### src/rtl/tff_updown_counter_pkg.sv
`default_nettype none
// ============================================================================
// Module      : tff_updown_counter_pkg
// Description : Shared definitions for the T flip-flop up/down counter:
//               direction encodings, limit-mode encodings and a parameter
//               range-check function used at elaboration.
// Revision    : 1.0 - initial release
// ============================================================================
package tff_updown_counter_pkg;

    // Direction encodings for up_dn
    localparam logic c_cnt_up = 1'b1;
    localparam logic c_cnt_dn = 1'b0;

    // Limit behaviour encodings for the SATURATE parameter
    localparam int c_sat_wrap = 0;
    localparam int c_sat_hold = 1;

    // Returns 1 when the parameter set describes a legal counter.
    function automatic bit f_params_ok(input int width, input int max_val,
                                       input int reset_val, input int saturate);
        longint l_full;
        l_full = (longint'(1) << width) - 1;
        return (width >= 2) && (max_val >= 1) && (longint'(max_val) <= l_full) &&
               (reset_val >= 0) && (reset_val <= max_val) &&
               ((saturate == c_sat_wrap) || (saturate == c_sat_hold));
    endfunction

endpackage : tff_updown_counter_pkg
`default_nettype wire

### src/rtl/tff_updown_counter_cell.sv
`default_nettype none
// ============================================================================
// Module      : tff_cell
// Description : One counter bit: a T flip-flop with asynchronous active-low
//               reset to a per-bit value and a synchronous override.
//   clk      in  rising-edge clock
//   rst_n    in  asynchronous active-low reset, q <= RESET_BIT
//   t        in  toggle request
//   sync_set in  synchronous override, takes priority over t
//   sync_val in  value loaded when sync_set is high
//   q        out registered bit
// Revision    : 1.0 - initial release
// ============================================================================
module tff_cell #(
    parameter logic RESET_BIT = 1'b0
) (
    input  logic clk,
    input  logic rst_n,
    input  logic t,
    input  logic sync_set,
    input  logic sync_val,
    output logic q
);

    always_ff @(posedge clk or negedge rst_n) begin
        if (!rst_n) begin
            q <= RESET_BIT;
        end else if (sync_set) begin
            q <= sync_val;
        end else begin
            q <= q ^ t;
        end
    end

endmodule : tff_cell
`default_nettype wire

### src/rtl/tff_updown_counter.sv
`default_nettype none
// ============================================================================
// Module      : tff_updown_counter
// Description : Parametrised up/down counter built from a chain of T
//               flip-flop cells, with programmable modulus, load, clear,
//               wrap or saturate at the limits, terminal count and overflow.
//   clk      in  rising-edge clock
//   rst_n    in  asynchronous active-low reset
//   en       in  count enable
//   up_dn    in  1 = count up, 0 = count down
//   load     in  synchronous load of load_val (clamped to MAX_VAL)
//   load_val in  value to load
//   clear    in  synchronous clear to 0 (beats load)
//   q        out current count
//   tc       out terminal count for the current direction (combinational)
//   ovf      out registered one-cycle pulse on a wrap or saturation hit
// Revision    : 1.0 - initial release
// ============================================================================
module tff_updown_counter
    import tff_updown_counter_pkg::*;
#(
    parameter int WIDTH     = 8,
    parameter int MAX_VAL   = 2**WIDTH - 1,
    parameter int RESET_VAL = 0,
    parameter int SATURATE  = c_sat_wrap
) (
    input  logic             clk,
    input  logic             rst_n,
    input  logic             en,
    input  logic             up_dn,
    input  logic             load,
    input  logic [WIDTH-1:0] load_val,
    input  logic             clear,
    output logic [WIDTH-1:0] q,
    output logic             tc,
    output logic             ovf
);

    localparam logic [WIDTH-1:0] c_max = WIDTH'(MAX_VAL);
    localparam logic [WIDTH-1:0] c_rst = WIDTH'(RESET_VAL);

    if (!f_params_ok(WIDTH, MAX_VAL, RESET_VAL, SATURATE)) begin : g_param_err
        $error("tff_updown_counter: illegal WIDTH/MAX_VAL/RESET_VAL/SATURATE");
    end

    logic [WIDTH-1:0] w_t_step;
    logic [WIDTH-1:0] w_t;
    logic [WIDTH-1:0] w_sync_val;
    logic             w_sync_set;
    logic             w_at_max;
    logic             w_at_zero;
    logic             w_at_limit;
    logic             r_ovf;

    assign w_at_max   = (q == c_max);
    assign w_at_zero  = (q == '0);
    assign w_at_limit = (up_dn == c_cnt_up) ? w_at_max : w_at_zero;

    // Ripple toggle pattern of a binary counter: a bit flips when every
    // lower bit is all-ones (counting up) or all-zeros (counting down).
    for (genvar i = 0; i < WIDTH; i++) begin : g_step
        if (i == 0) begin : g_lsb
            assign w_t_step[i] = 1'b1;
        end else begin : g_upper
            assign w_t_step[i] = (up_dn == c_cnt_up) ? (&q[i-1:0]) : (~|q[i-1:0]);
        end
    end

    // At a limit the plain step pattern is wrong for a non-power-of-two
    // modulus, so the toggle vector is chosen to land exactly on the
    // opposite limit: XOR with q clears it, XOR of 0 with c_max sets it.
    always_comb begin
        w_t = '0;
        if (en) begin
            if (w_at_limit) begin
                if (SATURATE == c_sat_hold) begin
                    w_t = '0;
                end else if (up_dn == c_cnt_up) begin
                    w_t = q;
                end else begin
                    w_t = c_max;
                end
            end else begin
                w_t = w_t_step;
            end
        end
    end

    // clear and load share the synchronous override path; clear wins.
    always_comb begin
        w_sync_set = clear | load;
        w_sync_val = '0;
        if (!clear) begin
            w_sync_val = (load_val > c_max) ? c_max : load_val;
        end
    end

    for (genvar i = 0; i < WIDTH; i++) begin : g_cell
        tff_cell #(
            .RESET_BIT (c_rst[i])
        ) u_cell (
            .clk      (clk),
            .rst_n    (rst_n),
            .t        (w_t[i]),
            .sync_set (w_sync_set),
            .sync_val (w_sync_val[i]),
            .q        (q[i])
        );
    end

    always_ff @(posedge clk or negedge rst_n) begin
        if (!rst_n) begin
            r_ovf <= 1'b0;
        end else begin
            r_ovf <= en & ~clear & ~load & w_at_limit;
        end
    end

    assign tc  = w_at_limit;
    assign ovf = r_ovf;

endmodule : tff_updown_counter
`default_nettype wire

### config.mk
export PLATFORM = sky130hd
export DESIGN_NAME = tff_updown_counter
export DESIGN_NICKNAME = d
export VERILOG_FILES = /design/src/rtl/tff_updown_counter_pkg.sv /design/src/rtl/tff_updown_counter_cell.sv /design/src/rtl/tff_updown_counter.sv
export SDC_FILE = /design/constraint.sdc
export NUM_CORES = 1
export LEC_CHECK = 0
export CAP_MARGIN = 20
export CORE_MARGIN = 2
export CORE_UTILIZATION = 54
export CTS_CLUSTER_DIAMETER = 150
export DETAILED_ROUTE_END_ITERATION = 10
export DONT_BUFFER_PORTS = 1
export GPL_TIMING_DRIVEN = 0
export PLACE_DENSITY = 0.79
export RECOVER_POWER = 50
export SETUP_SLACK_MARGIN = 0.05
export SYNTH_ARGS = -nofsm -noshare
export SYNTH_HDL_FRONTEND = slang
export SYNTH_SLANG_ARGS = --single-unit
export TNS_END_PERCENT = 30
### constraint.sdc
create_clock -name clk -period 2.2 [get_ports clk]
set_input_delay 0.44 -clock clk [delete_from_list [all_inputs] [get_ports clk]]
set_output_delay 0.44 -clock clk [all_outputs]
set_load 0.01 [all_outputs]
==> results.cfg <==
[status]
outcome = complete, no violations

[sta]
rsz0062_at_grt = true
fmaxAchievable_mhz = 468
fin_tns_setup_ns = 0
tightest_slew_ns = 0.461
setup_ws_ns = 0.0630
fin_skew_ns = 0.00953
final_max_slew_viol_count = 0
timing.final.crit_share_pct = 97.1
layout_min_cycle_time_ns = 2.14
setup_viol = 0
hold_ws_ns = 0.317
timing.slew.headroom_pct = 69.1
hold_viol = 0

[synthesis]
ys_ff_latch = 9
synth_ff_type = dfrtp_1
yosysUniqueCellTypes = 34
synth_warnings = 0
synthArstFlopShare_pct = 100
synth-seq-area-share_pct = 30.2
synthCells = 89
syn-cell-area_sq_um = 746
synth_edf_count = 0
syn_nets = 104
avgSynthCellArea_sq_um = 8.38

[detailed_routing]
drc = 0
routed_via_density = 6.66
avgRoutedWirePerCell_microns = 16.0
dr.first_iter.drc_count = 21
drtPass1Iterations = 4
drt-total-wl_microns = 1790
drt.antenna.violating_nets = 0
vias = 746

[worst_setup_path]
critPathLaunch = g_cell[0].u_cell.q
cp-end-kind = flop
rr_worst_depth = 4
r2r-start = g_cell[0].u_cell.q
worstSetupStartpointType = flop
arrival_ns = 2.30
worstPathRequired_ns = 2.36
r2r_slack_ns = 0.06
r2r-end = g_cell[5].u_cell.q
critical_path.max_fanout = 5
worstSetupPathType = flop to flop
critPathCapture = g_cell[5].u_cell.q

[clock_tree]
cts_tree = yes
clk_pin_slew_ns = 0.07
clock_path_buffers = 2
cts_made_buffers = 3
cts_sinks = 9
cts_root_buf = clkbuf_4
cts_max_level = 1
clock_latency_ns = 0.27

[grt]
grt_pass1_vias = 659
grt.busiest_layer = met2
grt-ovfl-total = 0
grt_max_degree = 11
met1_usage_pct = 30.1
grt_use_met3_pct = 5.43
grt_usage_pct = 26.2
grt_pass1_wl_microns = 2850
use_met2_pct = 45.7
antenna_found_initial = 0

[final_layout]
drive_gt1_share_pct = 18.6
area_growth_syn_to_layout_pct = 9.73
fin_area_sq_um = 818
diodes = 0
final_cells = 112
fin_nets = 113
fill_cells = 119
final_util_pct = 62.9

[die]
core_area_sq_um = 1300
die-height_microns = 41.2
die_w_microns = 41.2
num_rows = 13
io_pins = 24
dieArea_sq_um = 1690
initial_core_util_pct = 57.3

[placed_design]
place.gp.congestion = 0.745
dp.cells = 104
place_ws_ns = 0.00799
portBuffers = 0
dp_hpwl_microns = 1240
dpl_cell_area_sq_um = 764

[pwr]
ir_drop_mv = 0.260
power_density_nw_per_um2 = 574
power.total_mw = 0.469
power.leakage_nw = 0.327

[flow_run]
drv_cap = 0

[hold_path]
hold_class = input port to flop
holdPathStages = 2
-- worst max-delay path, stage by stage (launching register included) --
cell and delay (ns):
dfrtp_2 0.40, or4_4 0.54, mux2_4 0.33, or4_1 0.48, a311oi_1 0.27
-- layout make-up --
class	count	area, sq um	share of cell area (%)
plain buffers	12	67.6	8.26
inverters	5	18.8	2.29
clock buffers	4	26.3	3.21
multi-input cells	63	427	52.1
well taps	15	18.8	2.29
flip-flops and latches	9	228	27.8
repair buffers	4	32.5	3.98
-- synthesized netlist by cell type (all sizes together), types with 5 or more instances --
master	count	share of area (%)
nor2	11	5.5
buf	9	9.6
dfrtp	9	30
nand3	6	4.0
inv	5	2.5
-- cells in the final DEF (no fill, tap or decap), types with 2 or more instances in the layout --
cell type | netlist | layout
a311oi_1 | 2 | 2
or3_1 | 2 | 2
a21oi_1 | 3 | 3
nor4b_1 | 2 | 2
o2111ai_1 | 3 | 3
o22ai_1 | 2 | 2
dfrtp_2 | 0 | 2
nor2_1 | 11 | 10
a211oi_1 | 3 | 3
xnor2_1 | 3 | 3
nand3_1 | 6 | 6
nand4_1 | 3 | 3
and3_1 | 2 | 2
a221oi_1 | 2 | 2
clkbuf_1 | 3 | 8
or4_1 | 2 | 2
inv_1 | 5 | 5
nor3_1 | 3 | 3
dfrtp_1 | 9 | 7
clkbuf_4 | 0 | 3
buf_4 | 8 | 7
-- worst min path at each step --
| stage | from | slack (ns) | endpoint |
|---|---|---|---|
| floorplan | rst_n | 0.14 | g_cell[0].u_cell.q |
| global placement | rst_n | 0.14 | ovf |
| detailed placement | rst_n | 0.14 | g_cell[7].u_cell.q |
| CTS | load_val[7] | 0.32 | g_cell[7].u_cell.q |
| global route | load_val[7] | 0.34 | g_cell[7].u_cell.q |
| finish | load_val[7] | 0.32 | g_cell[7].u_cell.q |
-- state kept, by name, summed over array words and instances, names as in the netlist --
name / flops
g_cell.u_cell.q: 8
ovf: 1
-- logic make-up (layout without fill, tap and decap cells) --
| kind of cell | Yosys count | in the layout | share of synthesized area, % |
|---|---|---|---|
| simple gates | 38 | 38 | 28.7 |
| compound gates | 18 | 18 | 17.8 |
| buf+inv | 17 | 25 | 13.6 |
| flops | 9 | 9 | 30.2 |
| xor+xnor | 4 | 4 | 4.70 |
| mux | 2 | 2 | 3.36 |
| fa+ha+maj | 1 | 1 | 1.68 |
-- what timing repair did --
item	4_1_cts	5_1_grt
endpoints found under the setup margin	2	2
pin swaps	1	1
cloned	0	0
endpoints found under the hold margin	9	0
setup buffers	2	1
resized for setup	4	0
hold buffers	1	0
-- power by group --
part / switching (mW) / leakage, nW / internal, mW
sequential: 0.0150 / 0.115 / 0.179
clock: 0.0653 / 0.0150 / 0.0702
combinational: 0.0771 / 0.198 / 0.0627
-- metal layers --
layer  up-vias  part of all wire, %
met5         -                    0
met4         0                  2.6
li1        346                    -
met1       352                   41
met3         8                  7.8
met2        40                   48
(Power assumes the default switching activity.)
